<file path="config.mk">
export PLATFORM = sky130hd
export DESIGN_NAME = cache_line_arbiter
export DESIGN_NICKNAME = d
export VERILOG_FILES = /design/src/rtl/cache_line_arbiter.sv
export SDC_FILE = /design/constraint.sdc
export NUM_CORES = 1
export LEC_CHECK = 0
export BUFFER_PORTS_ARGS = -buffer_cell sky130_fd_sc_hd__buf_2
export CORE_AREA = 2 2 565 567
export CTS_BUF_LIST = sky130_fd_sc_hd__clkbuf_2
export DETAILED_ROUTE_END_ITERATION = 16
export DIE_AREA = 0 0 567 569
export PLACE_DENSITY_LB_ADDON = 0.1
export SYNTH_ARGS = -nofsm -noshare
export SYNTH_HDL_FRONTEND = slang
export SYNTH_SLANG_ARGS = --single-unit
</file>
<file path="constraint.sdc">
create_clock -name clk -period 21.2 [get_ports clk]
set_clock_uncertainty 0.1 [all_clocks]
set_input_delay 1.06 -clock clk [delete_from_list [all_inputs] [get_ports clk]]
set_output_delay 1.06 -clock clk [all_outputs]
set_load 0.005 [all_outputs]
</file>
<file path="src/rtl/cache_line_arbiter.sv">
// Round-robin arbiter sharing one line-wide memory port between the icache
// and the dcache. One transaction in flight; the winning request is latched
// and replayed to memory, and the response is steered back to its owner.
module cache_line_arbiter #(
    parameter int unsigned ADDR_WIDTH = 32,
    parameter int unsigned LINE_WIDTH = 256,
    parameter int unsigned CNT_WIDTH  = 32
) (
    input  logic                  clk,
    input  logic                  rst,
    input  logic [ADDR_WIDTH-1:0] i_addr,
    input  logic                  i_read,
    output logic [LINE_WIDTH-1:0] i_rdata,
    output logic                  i_resp,
    input  logic [ADDR_WIDTH-1:0] d_addr,
    input  logic                  d_read,
    input  logic                  d_write,
    input  logic [LINE_WIDTH-1:0] d_wdata,
    output logic [LINE_WIDTH-1:0] d_rdata,
    output logic                  d_resp,
    output logic [ADDR_WIDTH-1:0] mem_addr,
    output logic                  mem_read,
    output logic                  mem_write,
    output logic [LINE_WIDTH-1:0] mem_wdata,
    input  logic [LINE_WIDTH-1:0] mem_rdata,
    input  logic                  mem_resp,
    output logic [CNT_WIDTH-1:0]  i_gnt_cnt,
    output logic [CNT_WIDTH-1:0]  d_gnt_cnt
);

    localparam int unsigned OFFSET_BITS = $clog2(LINE_WIDTH / 8);
    localparam logic [ADDR_WIDTH-1:0] LINE_MASK =
        {{(ADDR_WIDTH - OFFSET_BITS){1'b1}}, {OFFSET_BITS{1'b0}}};

    typedef enum logic [1:0] {
        IDLE,
        BUSY_I,
        BUSY_D
    } state_t;

    state_t                state;
    state_t                state_n;
    logic                  last_d;
    logic                  grant_i;
    logic                  grant_d;
    logic                  i_req;
    logic                  d_req;
    logic                  op_write;
    logic [ADDR_WIDTH-1:0] addr_q;
    logic [LINE_WIDTH-1:0] wdata_q;

    assign i_req = i_read;
    assign d_req = d_read | d_write;

    // Strobes come straight from state so a reset drops them immediately.
    assign mem_read  = (state != IDLE) & ~op_write;
    assign mem_write = (state != IDLE) &  op_write;
    assign mem_addr  = addr_q;
    assign mem_wdata = wdata_q;
    assign i_rdata   = mem_rdata;
    assign d_rdata   = mem_rdata;

    // Arbitration in IDLE, response steering and completion while busy.
    always_comb begin
        state_n = state;
        grant_i = 1'b0;
        grant_d = 1'b0;
        i_resp  = 1'b0;
        d_resp  = 1'b0;
        case (state)
            IDLE: begin
                if (i_req && (!d_req || last_d)) begin
                    grant_i = 1'b1;
                    state_n = BUSY_I;
                end else if (d_req) begin
                    grant_d = 1'b1;
                    state_n = BUSY_D;
                end
            end
            BUSY_I: begin
                if (mem_resp) begin
                    i_resp  = 1'b1;
                    state_n = IDLE;
                end
            end
            BUSY_D: begin
                if (mem_resp) begin
                    d_resp  = 1'b1;
                    state_n = IDLE;
                end
            end
            default: state_n = IDLE;
        endcase
    end

    // State register and the round-robin history bit, updated on completion.
    always_ff @(posedge clk or posedge rst) begin
        if (rst) begin
            state  <= IDLE;
            last_d <= 1'b1;
        end else begin
            state <= state_n;
            if (i_resp) begin
                last_d <= 1'b0;
            end else if (d_resp) begin
                last_d <= 1'b1;
            end
        end
    end

    // Latch the winning request so port activity while busy has no effect.
    always_ff @(posedge clk or posedge rst) begin
        if (rst) begin
            addr_q   <= '0;
            op_write <= 1'b0;
            wdata_q  <= '0;
        end else if (grant_i || grant_d) begin
            addr_q   <= (grant_d ? d_addr : i_addr) & LINE_MASK;
            op_write <= grant_d & d_write;
            wdata_q  <= d_wdata;
        end
    end

    // Saturating per-port grant counters.
    always_ff @(posedge clk or posedge rst) begin
        if (rst) begin
            i_gnt_cnt <= '0;
            d_gnt_cnt <= '0;
        end else begin
            if (grant_i && (i_gnt_cnt != '1)) begin
                i_gnt_cnt <= i_gnt_cnt + CNT_WIDTH'(1);
            end
            if (grant_d && (d_gnt_cnt != '1)) begin
                d_gnt_cnt <= d_gnt_cnt + CNT_WIDTH'(1);
            end
        end
    end

endmodule

</file>
==> reports/metrics.yaml <==
cts:
  numCtsBuffers: 145
  cts_sinks: 351
  post_cts_resized: 0
  cts_setup_buffers: 0
  path_clk_slew_ns: 0.08
  cts.path.max_buffers: 4
  clock_latency_ns: 1.44
  cts_tree: "yes"
  cts_hold_buf: 540
  clockRootBuffer: "clkbuf_2"
  cts-htree-levels: 4
placed_design:
  gp_congestion: 0.742
  dp_hpwl_um: 112000
  post-place-ws_ns: 16.20
  port_buffers: 666
sta:
  final_hold_viol_count: 0
  layout_setup_ws_ns: 17.09
  setup-tns-final_ns: 0
  fin_crit_ns: 4.11
  finalCritPeriodShare_pct: 19.4
  relSlewSlack_pct: 35.0
  rsz0062_at_grt: "false"
  slew_viol_final: 0
  holdWs_ns: 0.376
  tightest_slew_ns: 0.975
  finalSetupViolCount: 0
  max_freq_ghz: 0.244
route:
  ant_nets: 0
  top_layer: "met5"
  drt-initial-drc-count: 270
  routedWlPerCell_um: 20.6
  viasPerCell: 2.17
  drt-pass1-iter-count: 4
  drc: 0
  vias: 14288
  dr_wl_met2_um: 54000
  wirelength_um: 135000
  wl_met3_um: 26000
  wl_met1_um: 49200
synthesis:
  ys_async_sr_fraction_pct: 100
  syn_area_per_cell_um2: 11.9
  synth_area_leaders: "dfrtp_1, buf_4, mux2_2"
  synth_edf_count: 0
  synth_cells: 1505
  ys_seq_area_share_pct: 48.9
  synthFlopType: "dfrtp_1"
  ys_warn_count: 0
  synth.top_cells.by_count: "buf_4, dfrtp_1, mux2_2"
  synth_most_common_cell: "buf_4"
  synth_seq_cells: 351
  yosys.area.top_type_share_pct: 48.8
  synth_top_area_cell: "dfrtp_1"
  synth_cell_types: 48
  syn_area_um2: 17900
worst_setup_path:
  crit_chain: "inv_1 > ha_1 > and2_1 > and2_1 > nor2_4 > buf_4 > buf_4 > buf_4 > mux2_2"
  crit_family: "buffers and inverters"
  critPathArrivalTime_ns: 5.28
  crit_path_end_kind: "register"
  slowest_stage: "buf_4"
  startpoint_type: "register"
  path_common_cell: "buf_4"
  critPathBufInv: 4
  cpPeakStageDelay_ns: 0.68
  r2r_setup_slack_ns: 17.09
  path_max_fanout: 47
  crit_type: "register to register"
  required_ns: 22.37
pwr:
  p_comb_share_pct: 47.5
  clkPwrFrac_pct: 20.6
  internal-power_mw: 1.99
  max-vdd-ir-drop_mv: 0.0972
  p_leak_nw: 12.2
  p_switching_mw: 1.57
  power.share.sequential_pct: 31.9
  swShare_pct: 44.1
  powerDensity_nw_per_um2: 122
global_routing:
  grt_pass1_wl_um: 172000
  antenna_found_initial: 14
  grt_pass1_vias: 16018
  grt_overflow: 0
  grt_usage_pct: 8.22
  grt_max_degree: 111
min_path:
  min_path_type: "register to register"
finish:
  drive_gt1_share_pct: 48.7
  nets: 2905
  syn_to_final_growth_pct: 62.5
die:
  boundaryPins: 1450
  initial_core_util_pct: 5.67
  die_w_um: 567
  dieArea_um2: 323000
  coreArea_um2: 317000
  die_h_um: 569
  fp-row-count: 207
job:
  cap_violations: 0
outcome:
  outcome: "completed"
final timing paths:
kind / end / from / cells after the start
hold reg to reg: mem_addr[19] / mem_addr[19] / 2
setup / recovery: mem_wdata[92] / state[1] / 9
min in group asynchronous: mem_wdata[83] / rst / 4
hold / removal: mem_addr[19] / mem_addr[19] / 2
setup reg to reg: mem_wdata[92] / state[1] / 9
max in group asynchronous: mem_addr[31] / rst / 6
flip-flops by register name (all words and copies together), names as in the netlist:
signal	cells
last_d	1
mem_addr	27
d_gnt_cnt	32
i_gnt_cnt	32
state	2
op_write	1
mem_wdata	256
power groups by stage:
| stage | Combinational, mW | Sequential (mW) | Clock, mW |
|---|---|---|---|
| floorplan | 0.698 | 1.15 | 0 |
| global placement | 1.69 | 1.16 | 0 |
| detailed placement | 1.69 | 1.16 | 0 |
| CTS | 1.82 | 1.15 | 0.825 |
| global route | 1.92 | 1.18 | 0.843 |
| finish | 1.69 | 1.13 | 0.731 |
cells by family (layout without fill, tap and decap cells):
logic type | Yosys count | after routing | synth area share [%]
AOI/OAI and AO/OA | 41 | 41 | 1.78
xor gates and xnor gates | 60 | 60 | 2.93
adders and majority gates | 5 | 5 | 0.349
buffers and inverters | 568 | 1451 | 23.3
DFF | 351 | 351 | 48.9
muxes | 259 | 259 | 16.2
other | 1 | 8 | 0.0209
and+or+nand+nor | 220 | 220 | 6.40
routing by layer:
| layer | vias to the layer above | global-route usage, % |
|---|---|---|
| li1 | 6189 | - |
| met1 | 6701 | 8.36 |
| met2 | 1100 | 11.5 |
| met3 | 288 | 7.40 |
| met4 | 10 | 3.56 |
| met5 | - | 0.699 |
layout by cell type (no fill, tap or decap), types with 25 or more instances in the layout:
cell,n
xor2_1,35
nor2_1,28
clkbuf_2,197
buf_2,666
mux2_2,259
dfrtp_1,350
dlygate4sd3_1,540
a22oi_1,27
nand3_1,29
xnor2_1,25
nand2_1,83
per-stage QoR:
stage          total power, mW  utilization, %  instance area (um^2)  instances
2_1_floorplan             1.85               -                 18000       1509
3_3_place_gp              2.85            7.11                 22500       5811
3_5_place_dp              2.84            7.11                 22500       5811
4_1_cts                   3.79            9.21                 29200       6572
5_1_grt                   3.94            9.21                 29200       6573
6_report                  3.55            9.21                 29200       6575
layout make-up:
type / count / area, um^2
fill: 36903 / 288000
sequential: 351 / 8780
multi-input combinational: 590 / 5000
timing repair buffer: 1221 / 8880
clock inverter: 24 / 240
clock buffer: 197 / 986
tap: 4180 / 5230
antenna: 3 / 7.51
inverter: 9 / 41.3
worst register-to-register path: cells and delay by family, from the launching register on:
kind,cells,cell delay [ns]
adders and majority gates,1,0.30
buffers and inverters,4,2.12
DFF,1,0.41
muxes,1,0.48
and+or+nand+nor,3,0.62
(Power assumes the default switching activity.)
